File: src/rtl/doce_tx_pkg.sv
// Shared state encoding and Ethernet/DoCE header layout for the multi-channel Tx framer.
package doce_tx_pkg;

    typedef enum logic [1:0] {
        IDLE = 2'd0,
        HDR  = 2'd1,
        DATA = 2'd2,
        DROP = 2'd3
    } state_e;

    // Byte offsets inside the header beat; byte 0 is tdata[7:0].
    localparam int DMAC_OFF  = 0;
    localparam int SMAC_OFF  = 6;
    localparam int ETYPE_OFF = 12;
    localparam int CH_OFF    = 14;
    localparam int CONN_OFF  = 15;
    localparam int HDR_BYTES = 16;

endpackage

File: src/rtl/doce_rr_arbiter.sv
// Round-robin request picker: first requester at or above the pointer, wrapping.
module doce_rr_arbiter #(
    parameter int NUM_CH = 4,
    parameter int CH_W   = $clog2(NUM_CH)
) (
    input  logic [NUM_CH-1:0] req_i,
    input  logic [CH_W-1:0]   ptr_i,
    output logic [NUM_CH-1:0] gnt_o,
    output logic [CH_W-1:0]   idx_o,
    output logic              any_o
);

    logic [CH_W-1:0] c;

    always_comb begin
        gnt_o = '0;
        idx_o = '0;
        any_o = 1'b0;
        c     = '0;
        // Scan offsets far-to-near so the requester closest to the pointer wins last.
        for (int k = NUM_CH - 1; k >= 0; k--) begin
            c = CH_W'((int'(ptr_i) + k) % NUM_CH);
            if (req_i[c]) begin
                gnt_o    = '0;
                gnt_o[c] = 1'b1;
                idx_o    = c;
                any_o    = 1'b1;
            end
        end
    end

endmodule

File: src/rtl/doce_tx_mux_framer.sv
// Multi-channel DoCE Tx path: round-robin packet mux, header prepend, registered AXI-Stream out.
// Optional per-channel framed packet counters (pkt_cnt) when DOCE_TX_PKT_CNT_EN is defined.
module doce_tx_mux_framer
    import doce_tx_pkg::*;
#(
    parameter int          DATA_WIDTH = 16,
    parameter int          NUM_CH     = 4,
    parameter int          NUM_CONN   = 16,
    parameter logic [15:0] ETH_TYPE   = 16'h88B5
) (
    input  logic                                 clk,
    input  logic                                 aresetn,
    input  logic [NUM_CH*DATA_WIDTH*8-1:0]       s_axis_tdata,
    input  logic [NUM_CH*DATA_WIDTH-1:0]         s_axis_tkeep,
    input  logic [NUM_CH*$clog2(NUM_CONN)-1:0]   s_axis_tuser,
    input  logic [NUM_CH-1:0]                    s_axis_tlast,
    input  logic [NUM_CH-1:0]                    s_axis_tvalid,
    output logic [NUM_CH-1:0]                    s_axis_tready,
    output logic [DATA_WIDTH*8-1:0]              m_axis_tdata,
    output logic [DATA_WIDTH-1:0]                m_axis_tkeep,
    output logic                                 m_axis_tlast,
    output logic                                 m_axis_tvalid,
    input  logic                                 m_axis_tready,
    input  logic                                 cfg_we,
    input  logic [$clog2(NUM_CONN)-1:0]          cfg_addr,
    input  logic [47:0]                          cfg_mac,
    input  logic [47:0]                          src_mac_addr,
    output logic                                 drop_pulse
`ifdef DOCE_TX_PKT_CNT_EN
    ,
    output logic [NUM_CH*32-1:0]                 pkt_cnt
`endif
);

    localparam int DW8    = DATA_WIDTH * 8;
    localparam int CH_W   = $clog2(NUM_CH);
    localparam int CONN_W = $clog2(NUM_CONN);

    state_e              state_q;
    logic [CH_W-1:0]     rr_q;
    logic [CH_W-1:0]     rr_d;
    logic [CH_W-1:0]     gidx_q;
    logic [NUM_CH-1:0]   gnt_q;
    logic [CONN_W-1:0]   conn_q;
    logic [47:0]         dmac_q;

    logic [47:0]         tmac_q [NUM_CONN];
    logic [NUM_CONN-1:0] tvld_q;

    logic [NUM_CH-1:0][DW8-1:0]        s_data;
    logic [NUM_CH-1:0][DATA_WIDTH-1:0] s_keep;
    logic [NUM_CH-1:0][CONN_W-1:0]     s_user;

    assign s_data = s_axis_tdata;
    assign s_keep = s_axis_tkeep;
    assign s_user = s_axis_tuser;

    logic [NUM_CH-1:0] arb_gnt;
    logic [CH_W-1:0]   arb_idx;
    logic              arb_any;

    doce_rr_arbiter #(
        .NUM_CH (NUM_CH),
        .CH_W   (CH_W)
    ) u_arb (
        .req_i  (s_axis_tvalid),
        .ptr_i  (rr_q),
        .gnt_o  (arb_gnt),
        .idx_o  (arb_idx),
        .any_o  (arb_any)
    );

    logic [CONN_W-1:0]     sel_tuser;
    logic [DW8-1:0]        cur_data;
    logic [DATA_WIDTH-1:0] cur_keep;
    logic                  cur_last;
    logic                  cur_valid;
    logic                  out_room;
    logic                  hdr_load;
    logic                  beat_load;
    logic [DW8-1:0]        hdr;

    assign sel_tuser = s_user[arb_idx];
    assign cur_data  = s_data[gidx_q];
    assign cur_keep  = s_keep[gidx_q];
    assign cur_last  = s_axis_tlast[gidx_q];
    assign cur_valid = s_axis_tvalid[gidx_q];
    assign out_room  = !m_axis_tvalid || m_axis_tready;
    assign hdr_load  = (state_q == HDR) && out_room;
    assign beat_load = (state_q == DATA) && cur_valid && out_room;
    assign rr_d      = (gidx_q == CH_W'(NUM_CH - 1)) ? '0 : gidx_q + 1'b1;

    always_comb begin
        s_axis_tready = '0;
        if (state_q == DATA) begin
            s_axis_tready = gnt_q & {NUM_CH{out_room}};
        end else if (state_q == DROP) begin
            s_axis_tready = gnt_q;
        end
    end

    // Header beat; anything past the 16 defined bytes stays zero.
    always_comb begin
        hdr = '0;
        for (int i = 0; i < 6; i++) begin
            hdr[8*(DMAC_OFF+i) +: 8] = dmac_q[8*(5-i) +: 8];
            hdr[8*(SMAC_OFF+i) +: 8] = src_mac_addr[8*(5-i) +: 8];
        end
        hdr[8*ETYPE_OFF +: 8]     = ETH_TYPE[15:8];
        hdr[8*(ETYPE_OFF+1) +: 8] = ETH_TYPE[7:0];
        hdr[8*CH_OFF +: 8]        = 8'(gidx_q);
        hdr[8*CONN_OFF +: 8]      = 8'(conn_q);
    end

    always_ff @(posedge clk) begin
        if (cfg_we) begin
            tmac_q[cfg_addr] <= cfg_mac;
        end
    end

    always_ff @(posedge clk) begin
        if (!aresetn) begin
            tvld_q <= '0;
        end else if (cfg_we) begin
            tvld_q[cfg_addr] <= 1'b1;
        end
    end

    always_ff @(posedge clk) begin
        if (!aresetn) begin
            state_q       <= IDLE;
            rr_q          <= '0;
            gidx_q        <= '0;
            gnt_q         <= '0;
            conn_q        <= '0;
            dmac_q        <= '0;
            m_axis_tvalid <= 1'b0;
            m_axis_tdata  <= '0;
            m_axis_tkeep  <= '0;
            m_axis_tlast  <= 1'b0;
            drop_pulse    <= 1'b0;
        end else begin
            drop_pulse <= 1'b0;
            // A consumed beat empties the register unless a new one is loaded below.
            if (m_axis_tready) begin
                m_axis_tvalid <= 1'b0;
            end
            case (state_q)
                IDLE: begin
                    if (arb_any) begin
                        gidx_q  <= arb_idx;
                        gnt_q   <= arb_gnt;
                        conn_q  <= sel_tuser;
                        dmac_q  <= tmac_q[sel_tuser];
                        state_q <= tvld_q[sel_tuser] ? HDR : DROP;
                    end
                end
                HDR: begin
                    if (hdr_load) begin
                        m_axis_tdata  <= hdr;
                        m_axis_tkeep  <= '1;
                        m_axis_tlast  <= 1'b0;
                        m_axis_tvalid <= 1'b1;
                        state_q       <= DATA;
                    end
                end
                DATA: begin
                    if (beat_load) begin
                        m_axis_tdata  <= cur_data;
                        m_axis_tkeep  <= cur_keep;
                        m_axis_tlast  <= cur_last;
                        m_axis_tvalid <= 1'b1;
                        if (cur_last) begin
                            rr_q    <= rr_d;
                            state_q <= IDLE;
                        end
                    end
                end
                DROP: begin
                    if (cur_valid && cur_last) begin
                        drop_pulse <= 1'b1;
                        rr_q       <= rr_d;
                        state_q    <= IDLE;
                    end
                end
                default: state_q <= IDLE;
            endcase
        end
    end

`ifdef DOCE_TX_PKT_CNT_EN
    // The last beat may sit in the output register after the grant moves on, so track its owner.
    logic [CH_W-1:0]         out_ch_q;
    logic [NUM_CH-1:0][31:0] cnt_q;

    always_ff @(posedge clk) begin
        if (!aresetn) begin
            out_ch_q <= '0;
            cnt_q    <= '0;
        end else begin
            if (beat_load) begin
                out_ch_q <= gidx_q;
            end
            if (m_axis_tvalid && m_axis_tready && m_axis_tlast) begin
                cnt_q[out_ch_q] <= cnt_q[out_ch_q] + 32'd1;
            end
        end
    end

    assign pkt_cnt = cnt_q;
`endif

endmodule

File: config.mk
export PLATFORM = sky130hd
export DESIGN_NAME = doce_tx_mux_framer
export DESIGN_NICKNAME = d
export VERILOG_FILES = /design/src/rtl/doce_tx_pkg.sv /design/src/rtl/doce_rr_arbiter.sv /design/src/rtl/doce_tx_mux_framer.sv
export SDC_FILE = /design/constraint.sdc
export NUM_CORES = 2
export LEC_CHECK = 0
export ABC_AREA = 1
export BUFFER_PORTS_ARGS = -buffer_cell sky130_fd_sc_hd__buf_2
export CORE_AREA = 4 4 329 331
export CTS_CLUSTER_SIZE = 25
export DETAILED_ROUTE_END_ITERATION = 6
export DIE_AREA = 0 0 333 335
export GPL_TIMING_DRIVEN = 1
export MAX_ROUTING_LAYER = met4
export PLACE_DENSITY = 0.67
export SLEW_MARGIN = 25
export SYNTH_ARGS = -nofsm -noshare
export SYNTH_HDL_FRONTEND = slang
export SYNTH_SLANG_ARGS = --single-unit
File: constraint.sdc
create_clock -name clk -period 5.4 [get_ports clk]
set_clock_uncertainty 0.15 [all_clocks]
set_input_delay 1.08 -clock clk [delete_from_list [all_inputs] [get_ports clk]]
set_output_delay 1.08 -clock clk [all_outputs]
set_load 0.005 [all_outputs]
==> out/metrics.cfg <==
[clock_network]
cts_buffer_depth = 3
cts.hold.buffers_added = 0
cts-buffers-inserted = 102
clock-root-buffer = clkbuf_16
clk_pin_slew_worst_paths_ns = 0.06
post_cts_buffers = 0
cts_tree = yes
cts_sinks = 993
htree_levels = 3
clk_latency_ns = 0.72
cts_resized = 0

[grt]
antenna_found_initial = 131
grt_max_degree = 178
grt_use_total_pct = 36.4
grt-ovfl-total = 0
grt_pass1_vias = 34200
grt_pass1_wl_um = 277000

[critical_path]
start_kind = register
reg2reg_depth = 21
end_kind = register
crit_path_cell_trace = inv_4, ha_1, inv_1, nand3_2, nand2_2, inv_2, nand2_2, nand2_2, nand2_4, nand2_4, inv_1, nand2_1, nand3_1, nand2_4, buf_12, o21ai_0, o211ai_1, nand2_1, nand2_1, nand2_1, a21oi_1
crit_arrival_ns = 4.65
r2r_start = rr_q[0]$_SDFFE_PN0P_
worstPathMaxFanout = 87
setup.worst_path.start = rr_q[0]$_SDFFE_PN0P_
critPathCapture = dmac_q[33]$_SDFFE_PN0P_
worst_r2r_endpoint = dmac_q[33]$_SDFFE_PN0P_
slowest_stage = dfxtp_1
reg2reg_slack_ns = 1.20
crit_type = reg -> reg
max_stage_delay_ns = 0.69
cpMostUsedCell = nand2_1
required_ns = 5.85

[placement]
place_hpwl_um = 143000
gp_congestion = 0.984
io_buffers = 854
dp_slack_ns = 1.19

[run_status]
outcome = finished, final reports clean

[synth]
syn_inst = 4161
ys_ff_latch = 993
synth.avg_cell_area_um2 = 10.5
synth_edf_count = 768
synth_warnings = 0
synth_top_area_share_pct = 52.7
synth_fp_nets = 4879
synth_seq_area_share_pct = 63.0
netlist_top_cells_count = edfxtp_1, o21ai_0, nor2_1
async_reset_ff_share_pct = 0
synth_ff_type = edfxtp_1
synth.largest_area_cell = edfxtp_1
yosys.cell_types.count = 39
synth.most_common_cell = edfxtp_1
synthTopCellsByArea = edfxtp_1, dfxtp_1, o21ai_0
synth.cell_area_um2 = 43800

[power]
p_leak_nw = 19.4
power.density_nw_per_um2 = 602
vdd_drop_max_mv = 0.700
p_int_mw = 17.6
p_clk_share_pct = 22.6
switching_power_mw = 14.3
power_frac_seq_pct = 30.6
p_comb_share_pct = 46.8
p_sw_share_pct = 44.8

[final_layout]
drive_gt1_share_pct = 24.4
area_growth_pct = 21.0
fin_nets = 5570

[timing]
fmax_mhz = 238
relSlewSlack_pct = 22.0
period_needed_ns = 4.20
drv_slew = 0
tightest_slew_ns = 1.17
fin_setup_tns_ns = 0
layout_worst_path_cycle_share_pct = 77.8
hold_violations = 0
rsz0062_at_grt = no
setup_viol = 0
worst_slack_ns = 1.20

[min_path]
worstHoldStart = m_axis_tdata[118]$_SDFFE_PN0P_
hp-class = reg -> reg

[die]
core_area_um2 = 105000
die_x_um = 333
num_rows = 119
initial_core_util_pct = 41.6
die_y_um = 335
io_pins = 855
dieArea_um2 = 112000

[detailed_routing]
drt_iter0_markers = 5016
drc = 0
wl_per_cell_um = 32.0
via_per_inst = 5.87
dr_total_vias = 37700
drtAntennaViolNets = 0
wl_um = 206000
first_pass_iters = 6

[flow_run]
maxCapViolations = 0

-- power by group through the flow --
stage                     combinational [mW]  sequential, mW  clock [mW]
after global routing                    16.1            9.82        7.56
after CTS                               14.7            9.73        7.26
after global placement                  14.5            9.87           0
after detailed placement                14.7            9.88           0
final                                   14.9            9.77        7.19
after floorplan                         9.48            9.57           0
-- cells by family after synthesis --
group	synth area share, %
DFF	63.0
AOI/OAI and AO/OA	19.5
and+or+nand+nor	12.5
adders and majority gates	0.400
buffers and inverters	4.57
-- layout make-up --
| cell class | instances | area [um2] |
|---|---|---|
| fillers | 9654 | 52200 |
| flip-flops and latches | 993 | 27600 |
| multi-input cells | 2722 | 14400 |
| repair buffers | 929 | 5150 |
| clock buffers | 155 | 2990 |
| well taps | 1391 | 1740 |
| clock inverters | 39 | 450 |
| inverters | 104 | 410 |
| diodes | 103 | 258 |
-- through the flow --
stage | cells | power, mW | instance area, um2 | util [%] | hold WS [ns]
floorplan | 4161 | 19.0 | 43800 | - | 0.291
global placement | 6135 | 24.4 | 49200 | 46.8 | 0.296
detailed placement | 6138 | 24.5 | 49200 | 46.8 | 0.301
CTS | 6332 | 31.7 | 52700 | 50.1 | 0.309
global route | 6411 | 33.5 | 52900 | 50.3 | 0.328
finish | 6436 | 31.9 | 52900 | 50.4 | 0.308
-- state kept, by name (all words and copies together) (netlist names) --
name           flops
conn_q             4
dmac_q            48
drop_pulse         1
gidx_q             2
gnt_q              4
m_axis_tdata     128
m_axis_tkeep      16
m_axis_tlast       1
m_axis_tvalid      1
rr_q               2
state_q            2
tmac_q           768
tvld_q            16
-- critical path, delay by kind of cell (launching register included) --
family	cells	cell delay, ns
DFF	1	0.69
AOI/OAI and AO/OA	3	0.53
and+or+nand+nor	12	1.40
buffers and inverters	5	0.85
adders and majority gates	1	0.37
-- metal layers --
metal,global-route usage (%),vias to the layer above,wire length [um]
li1,-,16700,-
met1,47.5,18500,81900
met2,52.8,2230,91000
met3,12.6,347,25700
met4,13.1,0,7580
met5,-,-,0
-- cell usage in the layout, fill, tap and decap left out, types with 3 or more instances in the layout --
cell type   synthesis  routed
o22ai_1            84      84
buf_4              28      51
o21ai_0           653     651
clkbuf_1          204      31
a21oi_1            88      88
nor2_4              0      10
buf_12              0      23
nand3_1            84      84
o21a_1             46      46
nand2_4             3       5
a41oi_1            66      66
clkbuf_8            0      20
clkinv_1            2       8
buf_2              74     853
clkbuf_16           0     104
or2_2              65      65
ha_1               14      13
nand2_1           458     454
nor3_2              0       8
dfxtp_1           225     223
nand2_2            12      12
bufinv_16           0       5
inv_1              95      92
edfxtp_1          768     768
or2_0              37      37
clkinv_16           0       3
clkinvlp_4          0       6
or2_1              43      43
diode_2             0     103
o21ai_1            15      17
nor2_1            587     577
clkinv_2            0      13
inv_2               5       5
inv_4               2       5
nand3_2             5       5
a31oi_1            58      58
o211ai_1          388     388
-- worst min path at each step --
stage,slack (ns),depth (start not counted),endpoint
after detailed placement,0.30,2,m_axis_tdata[118]$_SDFFE_PN0P_
after global routing,0.33,2,m_axis_tdata[97]$_SDFFE_PN0P_
after global placement,0.30,2,m_axis_tdata[107]$_SDFFE_PN0P_
final,0.31,2,m_axis_tdata[118]$_SDFFE_PN0P_
after floorplan,0.29,2,tvld_q[10]$_SDFFE_PN0P_
after CTS,0.31,2,m_axis_tdata[107]$_SDFFE_PN0P_
Power figures use the tool's default switching activity.
